`src/rtl/local_ni.sv`:
```
// local_ni: network interface on a router LOCAL port; single-flit TX packetizer and RX sink.
// Optional statistics counters are built when NI_STAT_EN is defined.
`ifndef DATA_WIDTH
`define DATA_WIDTH 32
`endif

module local_ni #(
    parameter logic [2:0] NODE_ADDRESS = 3'b0,
    parameter int TX_DEPTH = 4,
    parameter int RX_DEPTH = 4
) (
    input  logic                   clk,
    input  logic                   rst_n,
    input  logic                   tx_valid,
    output logic                   tx_ready,
    input  logic [2:0]             tx_dst,
    input  logic [`DATA_WIDTH-7:0] tx_payload,
    output logic [`DATA_WIDTH-1:0] NI_DATA_OUT,
    output logic                   NI_DATA_VALID_OUT,
    input  logic                   NI_FULL_IN,
    input  logic [`DATA_WIDTH-1:0] NI_DATA_IN,
    input  logic                   NI_DATA_VALID_IN,
    output logic                   rx_valid,
    input  logic                   rx_ready,
    output logic [2:0]             rx_src,
    output logic [`DATA_WIDTH-7:0] rx_payload,
    input  logic                   stat_clr,
    output logic                   rx_overflow,
    output logic                   misroute,
    output logic [15:0]            tx_cnt,
    output logic [15:0]            rx_cnt,
    output logic [15:0]            drop_cnt
);
    localparam int DW  = `DATA_WIDTH;
    localparam int TAW = $clog2(TX_DEPTH);
    localparam int RAW = $clog2(RX_DEPTH);

    logic [DW-1:0] tx_mem [TX_DEPTH];
    logic [TAW:0]  tx_wp, tx_rp;
    logic          tx_empty, tx_full, tx_push, tx_pop;

    assign tx_empty          = tx_wp == tx_rp;
    assign tx_full           = (tx_wp[TAW] != tx_rp[TAW]) && (tx_wp[TAW-1:0] == tx_rp[TAW-1:0]);
    assign NI_DATA_VALID_OUT = !tx_empty && !NI_FULL_IN;
    assign tx_pop            = NI_DATA_VALID_OUT;
    assign tx_ready          = !tx_full || tx_pop;
    assign tx_push           = tx_valid && tx_ready;
    assign NI_DATA_OUT       = tx_mem[tx_rp[TAW-1:0]];

    always_ff @(posedge clk) begin
        if (tx_push)
            tx_mem[tx_wp[TAW-1:0]] <= {tx_payload, NODE_ADDRESS, tx_dst};
    end

    always_ff @(posedge clk) begin
        if (!rst_n) begin
            tx_wp <= '0;
            tx_rp <= '0;
        end else begin
            if (tx_push) tx_wp <= tx_wp + 1'b1;
            if (tx_pop)  tx_rp <= tx_rp + 1'b1;
        end
    end

    // RX entries drop the dst field: it is only needed for the misroute check on arrival.
    logic [DW-4:0] rx_mem [RX_DEPTH];
    logic [DW-4:0] rx_head;
    logic [RAW:0]  rx_wp, rx_rp;
    logic          rx_empty, rx_full, rx_push, rx_pop, rx_drop;

    assign rx_empty   = rx_wp == rx_rp;
    assign rx_full    = (rx_wp[RAW] != rx_rp[RAW]) && (rx_wp[RAW-1:0] == rx_rp[RAW-1:0]);
    assign rx_valid   = !rx_empty;
    assign rx_pop     = rx_valid && rx_ready;
    assign rx_push    = NI_DATA_VALID_IN && (!rx_full || rx_pop);
    assign rx_drop    = NI_DATA_VALID_IN && !rx_push;
    assign rx_head    = rx_mem[rx_rp[RAW-1:0]];
    assign rx_src     = rx_head[2:0];
    assign rx_payload = rx_head[DW-4:3];

    always_ff @(posedge clk) begin
        if (rx_push)
            rx_mem[rx_wp[RAW-1:0]] <= NI_DATA_IN[DW-1:3];
    end

    always_ff @(posedge clk) begin
        if (!rst_n) begin
            rx_wp <= '0;
            rx_rp <= '0;
        end else begin
            if (rx_push) rx_wp <= rx_wp + 1'b1;
            if (rx_pop)  rx_rp <= rx_rp + 1'b1;
        end
    end

    // A set event in the same cycle as stat_clr wins over the clear.
    always_ff @(posedge clk) begin
        if (!rst_n) begin
            rx_overflow <= 1'b0;
            misroute    <= 1'b0;
        end else begin
            rx_overflow <= rx_drop || (rx_overflow && !stat_clr);
            misroute    <= (rx_push && NI_DATA_IN[2:0] != NODE_ADDRESS) || (misroute && !stat_clr);
        end
    end

`ifdef NI_STAT_EN
    always_ff @(posedge clk) begin
        if (!rst_n) begin
            tx_cnt   <= '0;
            rx_cnt   <= '0;
            drop_cnt <= '0;
        end else begin
            tx_cnt   <= tx_pop  ? (stat_clr ? 16'd1 : (&tx_cnt ? tx_cnt : tx_cnt + 16'd1))
                                : (stat_clr ? 16'd0 : tx_cnt);
            rx_cnt   <= rx_push ? (stat_clr ? 16'd1 : (&rx_cnt ? rx_cnt : rx_cnt + 16'd1))
                                : (stat_clr ? 16'd0 : rx_cnt);
            drop_cnt <= rx_drop ? (stat_clr ? 16'd1 : (&drop_cnt ? drop_cnt : drop_cnt + 16'd1))
                                : (stat_clr ? 16'd0 : drop_cnt);
        end
    end
`else
    assign tx_cnt   = '0;
    assign rx_cnt   = '0;
    assign drop_cnt = '0;
`endif
endmodule

```
`config.mk`:
```
export PLATFORM = sky130hd
export DESIGN_NAME = local_ni
export DESIGN_NICKNAME = d
export VERILOG_FILES = /design/src/rtl/local_ni.sv
export SDC_FILE = /design/constraint.sdc
export NUM_CORES = 1
export LEC_CHECK = 0
export ABC_AREA = 1
export CAP_MARGIN = 20
export CORE_MARGIN = 1.5
export CORE_UTILIZATION = 47
export CTS_CLUSTER_DIAMETER = 200
export CTS_CLUSTER_SIZE = 40
export DETAILED_ROUTE_END_ITERATION = 8
export PLACE_DENSITY = 0.79
export SYNTH_ARGS = -nofsm -noshare
export SYNTH_HDL_FRONTEND = slang
export SYNTH_SLANG_ARGS = --single-unit
export TNS_END_PERCENT = 30
```
`constraint.sdc`:
```
create_clock -name clk -period 2.3 [get_ports clk]
set_input_delay 0.46 -clock clk [delete_from_list [all_inputs] [get_ports clk]]
set_output_delay 0.46 -clock clk [all_outputs]
set_load 0.005 [all_outputs]
```
Word level (Yosys, flattened, before mapping) --
Memory sizes are Yosys's and may differ from the RTL's. A register that Yosys moved wholly into a read port is not among the register bits. Index checks and enable logic that the tools add are counted.
Word-level totals: register bits after elaboration 14, latch bits 0, bits in writable memories 232, memory bits (read-only) 0, input bits 68, output and inout bits 114, memories kept 2
Memories:
- rx_mem | depth 4, bits a word 29, rd ports 1, clocked after memory_dff 1, wr ports 1, line 66 | logic [DW-4:0] rx_mem [RX_DEPTH];
- tx_mem | depth 4, bits a word 29, rd ports 1, clocked after memory_dff 1, wr ports 1, line 38 | logic [DW-1:0] tx_mem [TX_DEPTH];
Cells by class: add/sub/neg operators 4, multiply operators 0, div/mod/pow operators 0, order comparisons 0, equality and inequality tests 6, shift-type cells 0, muxes and demuxes 8, bitwise logic cells 0, reductions and logical operators 22
Operators with widths (count):
- $add A3 B1 Y3 const B | 4
- $logic_and A1 B1 Y1 | 10
- $mux W2 | 4
- $logic_not A1 Y1 | 7
- $eq A3 B3 Y1 | 2
- $eq A2 B2 Y1 | 2
- $logic_or A1 B1 Y1 | 4
- $mux W1 | 4
- $reduce_bool A3 Y1 | 1
- $ne A1 B1 Y1 | 2

Depth between registers and ports, before layout --
depth in word-level cells 8, depth in mapped cells 9, depth with buffers taken out 9

Worst setup path before layout --
No wires, ideal clock.
path type input-to-reg, start point in NI_FULL_IN, end point mem tx_mem[3][0] in the netlist's numbering, enable pin, setup time 0.415 ns, arrival 2.033 ns, required time 1.885 ns, setup slack -0.148 ns, stages 5, buffers on the path 0, cells stage by stage inv_1 nor2_2 nand2_4 nand2_4 nor2_1
On the way: word-level cells in the longest chain between the ends 6
Ends and longest elaborated chain:
- from (decl) | line 20 | input logic NI_FULL_IN,
- $logic_not A1 Y1 | line 44 | assign NI_DATA_VALID_OUT = !tx_empty && !NI_FULL_IN;
- $logic_and A1 B1 Y1 | line 44
- $logic_or A1 B1 Y1 | line 46 | assign tx_ready = !tx_full || tx_pop;
- via tx_ready | line 15 | output logic tx_ready,
- $logic_and A1 B1 Y1 | line 47 | assign tx_push = tx_valid && tx_ready;
- $mux W1 | line 51 | if (tx_push)
- $mux W1 (implied by the code) | line 52 | tx_mem[tx_wp[TAW-1:0]] <= {tx_payload, NODE_ADDRESS, tx_dst};
- to (decl) | line 38
The timed path passes the listed nets, and every way through them passes these cells.

==> metrics.txt <==
RSZ-0062 raised after global routing true; post-synthesis sequential area ratio between 70 and 80%; vias in the first global route 5999; sequential power share ~56%; most used flip-flop cell after synthesis edfxtp_1; Antenna Cells 0; die height 149 µm; Setup Crit Path Kind reg -> out; die width 149 µm; CP max FO 22; Worst Hold End misroute; origin of the critical flop-to-flop path rx_rp[2]; Syn Area/Cell between 10 and 15 µm²; Synth Area in Simple Gates 8.50%; vias per cell 5.28; Final WS setup -65.6 ps; Starting Density 47.6%; synthesized flop and latch total 250; die area about 0.022 mm²; mux contribution to synthesized area 0%; Comb pwr share 21.4%; Sw Ratio 25.5%; # setup viols final 2; synthesis-to-finish area growth 22.6%; # Max-Cap Violations 0; largest net degree at the start of global routing 42; post-synthesis xor/xnor area fraction 0.351%; Worst Path Required ~1800 ps; post-DP HPWL 11600 µm; first-pass GRT wire length 30700 µm; status complete, but fails checks; htree depth 1; All-Layer GR Usage 17.7%; Clock Root Buffer clkbuf_16; clock latency reported for the late side of the worst-skew pair around 480 ps; CTS buffer count 10; clock share of power 23.1%; crit share post-route 103%; maximum vdd drop between 500 and 600 µV; final critical path time including I/O delays and setup 2370 ps; total wire length 20200 µm; Worst setup EP type primary output; Worst Skew 39.7 ps; clk buf depth 3; Pre-antenna DRT Iters 5; Internal 7.04 mW; Post-synth EDFFs between 200 and 250; Arr. time, crit path ~1900 ps; Synth Instances about 760; asr flop ratio synth 0%; share of post-route cells with drive strength above 1 between 10% and 20%; grt ovf 0; Synth Area in Adders 1.25%; post-synthesis compound-gate area fraction 9.95%; Hold Vio Cnt, Final 0; switching power 2.41 mW; post-synth top area share ~70%; Top Ports roughly 180; power density over cell area 773 mW/mm²; Max Clock Freq 423 MHz; Hold WC Path Type reg -> reg; leakage between 4 and 5 nW; total power roughly 9.5 mW; Netlist Area Pre-Place 0.00998 mm²; Iter 0 DRT Violations 445; Pins Over Slew Limit 0; Synth area leaders edfxtp_1 70%, o21ai_0 5.6%, nor2_1 5.0%, buf_4 3.8%, o22ai_1 3.6%; Syn. warnings 0; DRC 0; commonest non-fill, non-tap cell in the layout edfxtp_1; total number of vias 6191; Worst-path clk slew 140 ps; number of routed nets with antenna violations 0; area leader, netlist edfxtp_1; WL per Instance 17.2 µm; failing checks setup timing; pre-CTS setup slack 152 ps; Hold Path Stages 2; CTS tree done; startpoint class of the critical path flop; worst reg2reg path endpoint rx_mem[2][4]; commonest non-fill, non-tap cells in the layout 232 x edfxtp_1, 124 x nor2_1, 98 x o21ai_0, 73 x clkdlybuf4s50_1, 58 x o22ai_1; clk sinks between 200 and 300; Core ar. roughly 0.021 mm²; Worst Hold Launch misroute; Layout Nets 974; Distinct cells, synth 25; fin util 58.4%; largest family of logic cells by synthesized area compound AO/OA/AOI/OAI gates; R2R cell count 7; R2R Setup Slk 730 ps; Buffers on Ports between 100 and 150; row cnt 53; gpl congestion 0.796; antenna violations before repair 0
-- final cells by class --
type,instances,area [µm²]
clock inverter,1,30.0
multi-input combinational,442,2220
tap,275,344
clock buffer,13,283
fill,1621,8720
timing repair buffer,163,1890
inverter,29,119
sequential,250,7350
-- per-layer routing --
layer / track usage (%) / vias to the layer above / part of all wire, %
li1: - / 2903 / -
met1: 22.9 / 3018 / 40
met2: 30.9 / 232 / 51
met3: 2.33 / 38 / 5.7
met4: 5.64 / 0 / 2.7
met5: 0 / - / 0
-- synth_stat cells (5+ instances only) --
cell	number
a21oi_1	10
buf_2	16
buf_4	51
clkbuf_1	20
dfxtp_1	18
edfxtp_1	232
ha_1	10
inv_1	25
nand2_1	28
nand2_2	6
nand2_4	6
nand3_1	12
nor2_1	132
o21ai_0	111
o21ai_1	5
o22ai_1	58
-- critical path: stages, from the launching register on --
cell and delay [ps]:
dfxtp_4 430, buf_8 180, o21ai_0 120, o22ai_1 160, clkdlybuf4s50_1 540
-- logic make-up after synthesis --
family,Yosys count
fa+ha+maj,10
xor+xnor,4
buf+inv,116
compound gates,184
other cells,1
flops,250
simple gates,193
-- worst max-delay path by stage --
stage / cells past startpoint / slack, ps / from / endpoint
after global routing: 4 / -160 / flop / NI_DATA_OUT[27]
after global placement: 5 / 160 / NI_FULL_IN / NI_DATA_VALID_OUT
after detailed placement: 5 / 150 / NI_FULL_IN / NI_DATA_VALID_OUT
final: 4 / -70 / flop / NI_DATA_OUT[27]
after CTS: 5 / -200 / flop / NI_DATA_OUT[28]
after floorplan: 5 / -150 / NI_FULL_IN / tx_mem[3][0]
-- stage by stage --
stage / cell area, µm² / instances / hold slack [ps] / setup TNS [ps]
after floorplan: 10200 / 808 / 460 / -31990
after global placement: 11600 / 1148 / 459 / 0
after detailed placement: 11600 / 1148 / 463 / 0
after CTS: 12100 / 1168 / 488 / -2120
after global routing: 12200 / 1173 / 506 / -308
final: 12200 / 1173 / 481 / -95.8
-- what timing repair did --
item,in CTS,in global routing
gates cloned,4,2
gates resized for setup,62,53
endpoints found under the setup margin,59,34
pin swaps,3,2
hold buffers,0,0
setup buffers,2,3
-- power groups by stage --
stage	registers, mW	logic (mW)	clock network (mW)
after floorplan	5.32	0.944	0
after detailed placement	5.33	1.99	0
after CTS	5.24	2.00	2.21
after global placement	5.32	1.95	0
after global routing	5.26	2.21	2.38
final	5.25	2.02	2.18
-- registers in the layout (all words and copies together) (netlist names), named ones only --
signal       flops
rx_mem         116
tx_mem         116
rx_rp            3
rx_wp            3
tx_rp            3
tx_wp            3
misroute         1
rx_overflow      1
(Power assumes the default switching activity.)
